$ cat config.mk
export PLATFORM = sky130hd
export DESIGN_NAME = any1_inst_align
export DESIGN_NICKNAME = d
export VERILOG_FILES = /design/src/rtl/any1_pkg.sv /design/src/rtl/any1_line_fifo.sv /design/src/rtl/any1_inst_align.sv
export SDC_FILE = /design/constraint.sdc
export NUM_CORES = 1
export LEC_CHECK = 0
export CORE_ASPECT_RATIO = 1.5
export CORE_MARGIN = 4
export CORE_UTILIZATION = 41
export CTS_BUF_LIST = sky130_fd_sc_hd__clkbuf_16
export CTS_CLUSTER_SIZE = 12
export DETAILED_ROUTE_END_ITERATION = 7
export HOLD_SLACK_MARGIN = 0.03
export RECOVER_POWER = 100
export SYNTH_ARGS = -nofsm -noshare
export SYNTH_HDL_FRONTEND = slang
export SYNTH_SLANG_ARGS = --single-unit
$ cat constraint.sdc
create_clock -name clk_i -period 38.7 [get_ports clk_i]
set_clock_uncertainty 0.05 [all_clocks]
set_input_delay 7.74 -clock clk_i [delete_from_list [all_inputs] [get_ports clk_i]]
set_output_delay 7.74 -clock clk_i [all_outputs]
set_load 0.01 [all_outputs]
$ cat src/rtl/any1_pkg.sv
// Shared types for the align stage: the align-to-decode record and the
// branch opcode prefix that the static predictor matches on.
package any1_pkg;

    localparam int unsigned AddrW   = 32;
    localparam int unsigned StreamW = 4;

    localparam logic [4:0] BrOpPrefix = 5'b01001;

    typedef logic [AddrW-1:0] Address;
    typedef logic [31:0]      Instruction;

    typedef struct packed {
        Address                ip;
        Instruction            ir;
        logic                  predict_taken;
        logic [StreamW-1:0]    stream;
    } sInstAlignOut;

endpackage

$ cat src/rtl/any1_line_fifo.sv
// Small tag+data line buffer between the I-cache port and the aligner.
// Flush wins over push and pop; push into a full buffer needs a same-cycle pop.
module any1_line_fifo #(
    parameter int unsigned Lines = 2,
    parameter int unsigned TagW  = 28,
    parameter int unsigned DataW = 128
) (
    input  logic                    clk_i,
    input  logic                    rst_ni,
    input  logic                    push_i,
    input  logic [TagW-1:0]         push_tag_i,
    input  logic [DataW-1:0]        push_dat_i,
    input  logic                    pop_i,
    input  logic                    flush_i,
    output logic [$clog2(Lines):0]  count_o,
    output logic                    empty_o,
    output logic [TagW-1:0]         head_tag_o,
    output logic [DataW-1:0]        head_dat_o
);

    localparam int unsigned PtrW = $clog2(Lines);
    localparam int unsigned CntW = PtrW + 1;

    logic [PtrW-1:0]  rd_ptr_q, wr_ptr_q;
    logic [CntW-1:0]  count_q;
    logic [TagW-1:0]  tag_q [Lines];
    logic [DataW-1:0] dat_q [Lines];
    logic             full, do_push, do_pop;

    assign empty_o    = (count_q == '0);
    assign full       = (count_q == CntW'(Lines));
    assign do_pop     = pop_i && !empty_o;
    assign do_push    = push_i && (!full || do_pop);
    assign count_o    = count_q;
    assign head_tag_o = tag_q[rd_ptr_q];
    assign head_dat_o = dat_q[rd_ptr_q];

    always_ff @(posedge clk_i or negedge rst_ni) begin
        if (!rst_ni) begin
            rd_ptr_q <= '0;
            wr_ptr_q <= '0;
            count_q  <= '0;
        end else if (flush_i) begin
            rd_ptr_q <= '0;
            wr_ptr_q <= '0;
            count_q  <= '0;
        end else begin
            if (do_push) begin
                wr_ptr_q <= wr_ptr_q + PtrW'(1);
            end
            if (do_pop) begin
                rd_ptr_q <= rd_ptr_q + PtrW'(1);
            end
            if (do_push && !do_pop) begin
                count_q <= count_q + CntW'(1);
            end else if (!do_push && do_pop) begin
                count_q <= count_q - CntW'(1);
            end
        end
    end

    // Storage needs no reset: the count gates every read.
    always_ff @(posedge clk_i) begin
        if (do_push && !flush_i) begin
            tag_q[wr_ptr_q] <= push_tag_i;
            dat_q[wr_ptr_q] <= push_dat_i;
        end
    end

endmodule

$ cat src/rtl/any1_inst_align.sv
// Fetch-side aligner: requests 16-byte lines, buffers them and hands one
// instruction per cycle to decode, with static backward-taken prediction.
module any1_inst_align
    import any1_pkg::*;
#(
    parameter int unsigned   AW       = 32,
    parameter int unsigned   LINES    = 2,
    parameter logic [AW-1:0] RESET_IP = 32'hFFFC0000
) (
    input  logic          clk_i,
    input  logic          rst_ni,
    output logic          fetch_req_o,
    output logic [AW-1:0] fetch_adr_o,
    input  logic          fetch_ack_i,
    input  logic [127:0]  fetch_dat_i,
    input  logic          redirect_i,
    input  logic [AW-1:0] redirect_ip_i,
    output logic          a2d_valid_o,
    input  logic          a2d_ready_i,
    output sInstAlignOut  a2d_out_o
);

    localparam int unsigned TagW = AW - 4;
    localparam int unsigned CntW = $clog2(LINES) + 1;

    localparam logic [0:0] StIdle = 1'b0;
    localparam logic [0:0] StReq  = 1'b1;

    logic [0:0]         state_q, state_d;
    logic [AW-1:0]      ip_q, ip_d;
    logic [AW-1:0]      fa_q, fa_d;
    logic [StreamW-1:0] stream_q, stream_d;
    logic               discard_q, discard_d;

    logic [CntW-1:0]    count;
    logic               empty;
    logic [TagW-1:0]    head_tag;
    logic [127:0]       head_dat;

    logic [31:0]        ir;
    logic [AW-1:0]      disp, target;
    logic               predict, head_hit, stale, valid, handshake, taken;
    logic               ack_fire, push, pop, flush;

    any1_line_fifo #(
        .Lines (LINES),
        .TagW  (TagW),
        .DataW (128)
    ) u_line_fifo (
        .clk_i      (clk_i),
        .rst_ni     (rst_ni),
        .push_i     (push),
        .push_tag_i (fa_q[AW-1:4]),
        .push_dat_i (fetch_dat_i),
        .pop_i      (pop),
        .flush_i    (flush),
        .count_o    (count),
        .empty_o    (empty),
        .head_tag_o (head_tag),
        .head_dat_o (head_dat)
    );

    always_comb begin
        ir = head_dat[31:0];
        case (ip_q[3:2])
            2'd1:    ir = head_dat[63:32];
            2'd2:    ir = head_dat[95:64];
            2'd3:    ir = head_dat[127:96];
            default: ir = head_dat[31:0];
        endcase
    end

    assign disp    = {{(AW-14){ir[31]}}, ir[31:26], ir[13:8], 2'b00};
    assign target  = ip_q + disp;
    assign predict = (ir[7:3] == BrOpPrefix) && disp[AW-1];

    assign head_hit  = !empty && (head_tag == ip_q[AW-1:4]);
    assign stale     = !empty && !head_hit;
    assign valid     = head_hit && !redirect_i;
    assign handshake = valid && a2d_ready_i;
    assign taken     = handshake && predict;

    assign ack_fire = (state_q == StReq) && fetch_ack_i;
    assign push     = ack_fire && !discard_q;
    assign flush    = redirect_i || taken;
    assign pop      = stale || (handshake && !predict && (ip_q[3:2] == 2'b11));

    always_comb begin
        state_d   = state_q;
        ip_d      = ip_q;
        fa_d      = fa_q;
        stream_d  = stream_q;
        discard_d = discard_q;

        case (state_q)
            StIdle: begin
                if ((count < CntW'(LINES)) && !redirect_i) begin
                    state_d = StReq;
                end
            end
            StReq: begin
                if (fetch_ack_i) begin
                    state_d = StIdle;
                    if (discard_q) begin
                        discard_d = 1'b0;
                    end else begin
                        fa_d = fa_q + AW'(16);
                    end
                end
            end
            default: state_d = StIdle;
        endcase

        // A request still in flight when the stream changes returns a dead line.
        if (redirect_i) begin
            ip_d      = redirect_ip_i & ~AW'(3);
            fa_d      = redirect_ip_i & ~AW'(15);
            discard_d = (state_q == StReq) && !fetch_ack_i;
            stream_d  = stream_q + StreamW'(1);
        end else if (taken) begin
            ip_d      = target;
            fa_d      = target & ~AW'(15);
            discard_d = (state_q == StReq) && !fetch_ack_i;
            stream_d  = stream_q + StreamW'(1);
        end else if (handshake) begin
            ip_d = ip_q + AW'(4);
        end
    end

    always_ff @(posedge clk_i or negedge rst_ni) begin
        if (!rst_ni) begin
            state_q   <= StIdle;
            ip_q      <= RESET_IP;
            fa_q      <= RESET_IP;
            stream_q  <= '0;
            discard_q <= 1'b0;
        end else begin
            state_q   <= state_d;
            ip_q      <= ip_d;
            fa_q      <= fa_d;
            stream_q  <= stream_d;
            discard_q <= discard_d;
        end
    end

    assign fetch_req_o = (state_q == StReq);
    assign fetch_adr_o = fa_q;
    assign a2d_valid_o = valid;

    always_comb begin
        a2d_out_o = '0;
        if (valid) begin
            a2d_out_o.ip            = Address'(ip_q);
            a2d_out_o.ir            = ir;
            a2d_out_o.predict_taken = predict;
            a2d_out_o.stream        = stream_q;
        end
    end

endmodule

* Yosys cells after proc, flatten, opt, wreduce, memory -nomap -nowiden *
Memory sizes are Yosys's and may differ from the RTL's.
Index checks and enable logic that the tools add are counted.

operators by class
  divide/modulo/power cells = 0
  multiply operators = 0
  shift-type cells = 0
  bitwise gates (word level) = 1
  mux-type cells = 28
  eq/ne operators = 7
  order comparisons = 1
  reductions and logical operators = 40
  $add $sub $neg = 8

operators with widths
  operator               count
  $mux 32                8
  $pmux 32 s3            1
  $mux 69                1
  $add 32x3->32 const B  1
  $add 32x32->32         1
  $add 32x5->32 const B  1
  $eq 28x28->1           1
  $logic_and 1x1->1      17
  $mux 1                 12
  $reduce_bool 3->1      4
  $logic_not 1->1        10
  $mux 4                 2
  $eq 2x2->1 const B     3
  $mux 2                 3
  $reduce_bool 2->1      3
  $eq 5x4->1 const B     1
  $add 4x1->4 const B    1
  $logic_or 1x1->1       3
  $ne 3x2->1 const B     1
  $reduce_and 3->1       1
  $add 1x1->1 const B    2
  $add 2x1->2 const B    1
  $eq 2x1->1 const B     1
  $logic_not 2->1        1
  5 further kinds        5

word-level totals
  RAM bits = 312
  input bits = 165
  memory bits (read-only) = 0
  register bits = 74
  logic and storage cells = 95
  latch bits = 0
  memories kept = 2
  output and inout bits = 103

memory list
  name               depth  width  rd ports  clocked after Yosys merged registers in  write ports  line                  source
  u_line_fifo.dat_q  2      128    1         0                                        1            any1_line_fifo.sv:27  logic [DataW-1:0] dat_q [Lines];
  u_line_fifo.tag_q  2      28     1         0                                        1            any1_line_fifo.sv:26  logic [TagW-1:0] tag_q [Lines];

* Longest topological paths before layout *
Gate-level depths: netlist of run 1.

  depth after elaboration = 16
  depth in mapped cells = 20
  depth with buffers taken out = 17

* Hierarchy *
A second synthesis of run 1 with hierarchy kept.

second synthesis, totals
  cell total of the unflattened synthesis = 1,510
  area total of the unflattened synthesis = 18,861.8 sq um

modules (own cells, without submodules)
  module           area each (sq um)  sequential area each (sq um)  cells an instance  times used
  any1_line_fifo   11,462.2           9,469.1                       510                1
  any1_inst_align  7,399.6            1,636.6                       1,000              1

* Worst setup path after synthesis of run 1 *
Ideal clock, no wire load.

  path type = input to register
  start point = input redirect_i
  end point = memory u_line_fifo.dat_q[0][0] (enable)
  library setup time = 0.864 ns
  setup slack = 18.690 ns
  stages = 8
  data arrival time = 19.096 ns
  data required time = 37.786 ns
  cells stage by stage = nor2_1 nand2_1 nor3_4 nand2_1 buf_2 nand2_1 buf_2 nor3_1

between the ends
  longest elaborated chain between the ends = 12
  elaborated cells on any way between the ends = 15
  classes of those cells = mux: 2; reduce/logical: 13

ends and longest elaborated chain
  item                             line                   source
  start: declaration               any1_inst_align.sv:16  input logic redirect_i,
  $logic_not 1->1                  any1_inst_align.sv:79  assign valid = head_hit && !redirect_i;
  $logic_and 1x1->1                any1_inst_align.sv:79
  $logic_and 1x1->1                any1_inst_align.sv:80  assign handshake = valid && a2d_ready_i;
  $logic_and 1x1->1 (2 in series)  any1_inst_align.sv:86  assign pop = stale || (handshake && !predict && (ip_q[3:2] == 2'b11));
  $logic_or 1x1->1                 any1_inst_align.sv:86
  $logic_and 1x1->1                any1_line_fifo.sv:32   assign do_pop = pop_i && !empty_o;
  $logic_or 1x1->1                 any1_line_fifo.sv:33   assign do_push = push_i && (!full || do_pop);
  $logic_and 1x1->1                any1_line_fifo.sv:33
  $logic_and 1x1->1 *              any1_line_fifo.sv:64   if (do_push && !flush_i) begin
  $mux 1 *                         any1_line_fifo.sv:64
  $mux 1 (not written as such) *   any1_line_fifo.sv:66   dat_q[wr_ptr_q] <= push_dat_i;
  end: declaration                 any1_line_fifo.sv:27

Every way passes the cells marked *; elsewhere a longest branch is shown, timed or not.

==> results of run 1 <==
[cells by family after synthesis]
kind of cell	count (synthesis)	share of synthesized area [%]
AND/OR/NAND/NOR	392	10.64
flip-flops	380	60.87
AO/OA/AOI/OAI	327	12.47
buffers and inverters	172	4.039
XOR/XNOR	77	3.696
multiplexers	65	5.767
adder cells (fa/ha/maj)	36	2.510
other	1	0.02055
[worst paths after layout]
kind                              from                        end  slack (ns)  depth (start not counted)
max in group asynchronous       rst_ni       u_line_fifo.rd_ptr_q       26.97                          2
hold / removal             stream_q[3]                stream_q[3]        0.50                          1
hold reg to reg            stream_q[3]                stream_q[3]        0.50                          1
setup reg to reg               ip_q[2]  u_line_fifo.dat_q[1][102]       26.51                         15
setup / recovery            redirect_i              a2d_out_o[17]       19.13                          7
min in group asynchronous       rst_ni            fetch_adr_o[15]        8.74                          2
[layout make-up]
cell class              instances  area (um2)  share of cell area [%]
multi-input cells             903        6430                   28.62
clock buffers                  40        1001                   4.455
inverters                      87       326.6                   1.454
flip-flops and latches        380       11110                   49.45
well taps                     576       720.7                   3.208
clock inverters                17       157.7                  0.7017
repair buffers                280        2694                   11.99
diodes                         11       27.53                  0.1225
[state kept, by name, indices dropped and copies added, names as in the netlist]
name	cells
u_line_fifo.dat_q	256
u_line_fifo.rd_ptr_q	1
stream_q	4
fetch_req_o	1
ip_q	30
u_line_fifo.count_o	2
discard_q	1
fetch_adr_o	28
u_line_fifo.wr_ptr_q	1
u_line_fifo.tag_q	56
[through the flow]
stage                     std cells  hold slack [ns]  area (um2)  setup slack [ns]
after floorplan                1455           0.3876       18270             18.69
after global placement         2226           0.4838       21350             20.90
after detailed placement       2226           0.4791       21350             20.83
after CTS                      2283           0.4931       22510             20.83
after global routing           2289           0.5081       22450             18.87
final                          2294           0.4968       22470             19.13
[per-layer routing]
metal	share of wire [%]	wire, um	global-route usage, %
met1	37	20420	25.40
met2	51	28010	39.16
met3	6.3	3460	4.922
met4	5.3	2925	10.39
met5	0.18	98	0
[worst max-delay path: cells and delay by family]
kind,cells,cell delay [ns]
buf+inv,4,3.36
simple gates,3,0.65
[power breakdown]
| part | switching (mW) | leakage [nW] | internal, mW |
|---|---|---|---|
| combinational | 0.113 | 3.78 | 0.0824 |
| clock | 0.152 | 0.591 | 0.199 |
| sequential | 0.0283 | 3.59 | 0.471 |
[placed cells by master, fill, tap and decap left out, types with 52 or more instances in the layout]
| master | netlist | routed |
|---|---|---|
| edfxtp_1 | 312 | 312 |
| inv_1 | 87 | 94 |
| xnor2_1 | 57 | 57 |
| clkdlybuf4s50_1 | 0 | 52 |
| a21oi_1 | 74 | 74 |
| nor2_1 | 117 | 117 |
| o21ai_0 | 60 | 62 |
| dlygate4sd3_1 | 0 | 205 |
| a222oi_1 | 64 | 64 |
| nand2_1 | 100 | 100 |
==> impl_metrics.toml, run 1 <==
[hold_path]
worstHoldPathType = "reg -> reg"

[grt]
grt-ovfl-total = 0
grt_max_degree = 69
grt_pass1_wl_um = 81020
grtUsageTotal_pct = 22.07
grt_pass1_vias = 13424
antenna_found_initial = 21

[outcome]
status = "complete, but fails checks"
violations = "max-capacitance violations, max-slew violations"

[clocking]
cts_tree = "built"
cts_buffer_depth = 3
holdBufCountCts = 0
clk_pin_slew_worst_paths_ns = 0.06
cts_root_buffer = "clkbuf_16"
cts_buffers = 39
ctsResizeCount = 0
postCtsSetupRepairBufs = 0
h-tree-depth = 2
clk_latency_ns = 0.55
clock_sinks = 380

[sta]
fmaxAchievable_mhz = 51.10
tightest_slew_ns = 4.141
rsz0062_at_grt = "no"
fin_crit_sh_pct = 50.56
drv_slew = 535
slew_headroom_pct = -176.1
fin_crit_ns = 19.57
hold_violations = 0
setup-violations-final = 0
finalSetupTns_ns = 0

[setup_path]
cp-start-kind = "primary input"
required_ns = 30.91
critPathMaxFanout = 36
endpoint_kind = "output pin"
critical_path_class = "in -> out"
crit_chain = "clkbuf_1 -> nor2_1 -> nand2_1 -> clkbuf_1 -> inv_1 -> and2_1 -> dlygate4sd3_1"
slowest_stage = "clkbuf_1"
slowest_delay_ns = 1.39
crit_arrival_ns = 11.78
crit_top_cell = "clkbuf_1"

[logic_synthesis]
ys_seq_elements = 380
ys_top_cells_by_area = "edfxtp_1 (51%), dfrtp_1 (5.5%), dfstp_2 (4.0%)"
synth-async-reset-ratio_pct = 17.89
synth_top_cells_by_count = "edfxtp_1 (312), nor2_1 (117), nand2_1 (100)"
synth_flop_cell = "edfxtp_1"
synth-edff-count = 312
ys_types = 71
synth_most_common_cell = "edfxtp_1"
yosysSeqAreaShare_pct = 60.87
yosysWarnings = 0
syn_area_mm2 = 0.01825
netlist.area_leader.share_pct = 51.35
syn_inst = 1450
yosysTopAreaCell = "edfxtp_1"
avgSynthCellArea_um2 = 12.58

[floorplanning]
start_util_pct = 41.48
die_area_mm2 = 0.04801
fp.dieW_um = 180.2
core_mm2 = 0.04399
row_count = 94
die-height_um = 266.4
ios = 268

[cells_and_area]
drive_above_1_share_pct = 7.030
nets = 1892
post-route-util_pct = 51.08
fillCellCount = 3858
areaGrowthSynthToFinish_pct = 23.13

[detailed_routing]
wl_per_cell_um = 23.94
dr_total_vias = 13157
drcViolationCount = 0
ant_nets = 0
drt_first_pass_iters = 7
drt-vias-per-instance = 5.735
drt-initial-drc-count = 1190
finalWirelength_um = 54910

[placement]
place_hpwl_um = 39110
portBuffers = 259
place_congestion = 0.9222

[power]
power_mw = 1.045
peakVddDrop_v = 0.00003806
p_leak_nw = 7.959
pwr_density_cell_mw_per_mm2 = 46.53

[run]
drv_cap = 12
No activity file was read; power rests on OpenSTA's default activity.
==> run 2, diff against run 1 <==
--- a/config.mk
+++ b/config.mk
@@ -12,6 +12,7 @@
 export CTS_CLUSTER_SIZE = 12
 export DETAILED_ROUTE_END_ITERATION = 7
 export HOLD_SLACK_MARGIN = 0.03
+export PLACE_DENSITY = 0.66
 export RECOVER_POWER = 100
 export SYNTH_ARGS = -nofsm -noshare
 export SYNTH_HDL_FRONTEND = slang
==> constraint.sdc (replaced) <==
create_clock -name clk_i -period 16.4 [get_ports clk_i]
set_clock_uncertainty 0.05 [all_clocks]
set_input_delay 3.28 -clock clk_i [delete_from_list [all_inputs] [get_ports clk_i]]
set_output_delay 3.28 -clock clk_i [all_outputs]
set_load 0.01 [all_outputs]
==> impl_metrics.toml, run 2 (synthesis gave the netlist of run 1 again) <==
[setup_path]
rrSetupSlack_ns = 6.17
crit_chain = "buf_2 -> clkbuf_1 -> nor2_1 -> nand2_1 -> nor3_1 -> nand2_1 -> nand2_1 -> nor3_1 -> clkbuf_1 -> clkbuf_1"
r2r_start = "ip_q[3]"
critical_path_class = "in -> reg"
crit_arrival_ns = 11.67
critPathTopFamily = "buffers and inverters"
required_ns = 16.38
r2r-end = "u_line_fifo.dat_q[0][77]"
critPathMaxFanout = 74
worst-path-buf-inv = 4
slowest_stage = "clkbuf_1"
slowest_delay_ns = 3.03
endpoint_kind = "flip-flop"
cp-start-kind = "primary input"
ff2ff_path_depth = 14

[cells_and_area]
final_common_cell = "edfxtp_1"
top_register = "u_line_fifo.dat_q"
areaGrowthSynthToFinish_pct = 23.04
drive_above_1_share_pct = 6.868
largest_register_ffs = 256
final_cell_mix = "edfxtp_1 (312), dlygate4sd3_1 (202), nor2_1 (117)"
nets = 1892
reg.largest.list = "u_line_fifo.dat_q (256), u_line_fifo.tag_q (56), ip_q (30)"

[grt]
grt_pass1_vias = 13472
grt-ovfl-total = 0
grtUsageTotal_pct = 21.67
grt_max_degree = 75
antenna_found_initial = 22
grt_pass1_wl_um = 79980

[placement]
portBuffers = 259
place_hpwl_um = 38320
place_congestion = 0.9022

[clocking]
ctsResizeCount = 0
h-tree-depth = 2
cts_root_buffer = "clkbuf_16"
cts_buffer_depth = 3
cts_tree = "built"
clk_latency_ns = 0.54
clk_pin_slew_worst_paths_ns = 0.06
cts_buffers = 39
clock_sinks = 380
postCtsSetupRepairBufs = 0
holdBufCountCts = 0

[detailed_routing]
finalWirelength_um = 53680
drcViolationCount = 1
drt-vias-per-instance = 5.672
wl_per_cell_um = 23.26
dr_total_vias = 13090
drt-initial-drc-count = 1290
ant_nets = 0
drt_first_pass_iters = 8

[sta]
tightest_slew_ns = 4.185
fmaxAchievable_mhz = 85.53
fin_crit_sh_pct = 71.29
drv_slew = 570
setup-violations-final = 0
finalSetupTns_ns = 0
fin_crit_ns = 11.69
slew_headroom_pct = -179.0
hold_violations = 0
rsz0062_at_grt = "no"
hold_slack_ns = 0.4267

[power]
p_leak_nw = 7.972
pwr_density_cell_mw_per_mm2 = 108.9
peakVddDrop_v = 0.00008204

[floorplanning]
row_count = 94
die_area_mm2 = 0.04801
fp.dieW_um = 180.2
ios = 268
start_util_pct = 41.48
core_mm2 = 0.04399
die-height_um = 266.4

[hold_path]
holdPathStages = 1
worstHoldPathType = "reg -> reg"
hp-start = "stream_q[3]"
min_to = "stream_q[3]"

[run]
drv_cap = 13

[outcome]
status = "complete, but fails checks"
violations = "design-rule violations, max-capacitance violations, max-slew violations"
run 2: cell count changes in the layout (fill, tap and decap cells not counted), sizes merged:
cell,change
bufinv,-1
clkdlybuf4s50,+3
clkinv,-2
clkinvlp,+1
diode,+3
dlygate4sd3,-3
inv,+13
run 2: per-layer routing:
metal	up-vias	track usage (%)	wire, um
li1	6020	-	-
met1	6379	24.32	18980
met2	524	38.06	27400
met3	151	5.003	4071
met4	16	12.11	3133
met5	-	0	102
run 2: power by group:
part           leakage [nW]  internal (mW)  switching, mW
sequential             3.59           1.11         0.0690
clock                 0.629          0.456          0.356
combinational          3.76          0.194          0.259
total                  7.97           1.76          0.685
run 2: worst max-delay path by stage:
stage                     startpoint                        to  slack, ns  cells past startpoint
after floorplan           redirect_i   u_line_fifo.dat_q[0][0]       0.85                      8
after global placement    redirect_i              a2d_out_o[0]       7.42                      7
after detailed placement  redirect_i              a2d_out_o[0]       7.38                      7
after CTS                 redirect_i              a2d_out_o[0]       7.37                      7
after global routing      redirect_i  u_line_fifo.dat_q[0][77]       3.88                     10
final                     redirect_i  u_line_fifo.dat_q[0][77]       4.71                     10
run 2: area by class of cell:
cell class                      count  area, um2
Clock inverter                     28      153.9
Inverter                           87      326.6
Fill cell                        3895      21540
Antenna cell                       14      35.03
Timing Repair Buffer              280       2691
Tap cell                          576      720.7
Clock buffer                       40       1001
Sequential cell                   380      11110
Multi-Input combinational cell    903       6412
run 2: worst register-to-register path: cells and delay by family (launching register included):
family,cells,cell delay [ns]
DFF,1,0.47
adders and majority gates,1,1.12
buffers and inverters,6,6.04
AOI/OAI and AO/OA,1,0.15
and+or+nand+nor,5,1.28
muxes,1,0.53
run 2: per-stage QoR:
| step | power, mW | util [%] | cell area, um2 | setup WS, ns | cells |
|---|---|---|---|---|---|
| after detailed placement | 1.665 | 48.55 | 21350 | 7.380 | 2226 |
| after global placement | 1.658 | 48.55 | 21350 | 7.421 | 2226 |
| final | 2.445 | 51.04 | 22450 | 4.709 | 2308 |
| after global routing | 2.551 | 51.01 | 22440 | 3.879 | 2303 |
| after CTS | 2.479 | 51.17 | 22510 | 7.372 | 2294 |
| after floorplan | 1.471 | - | 18270 | 0.8500 | 1455 |
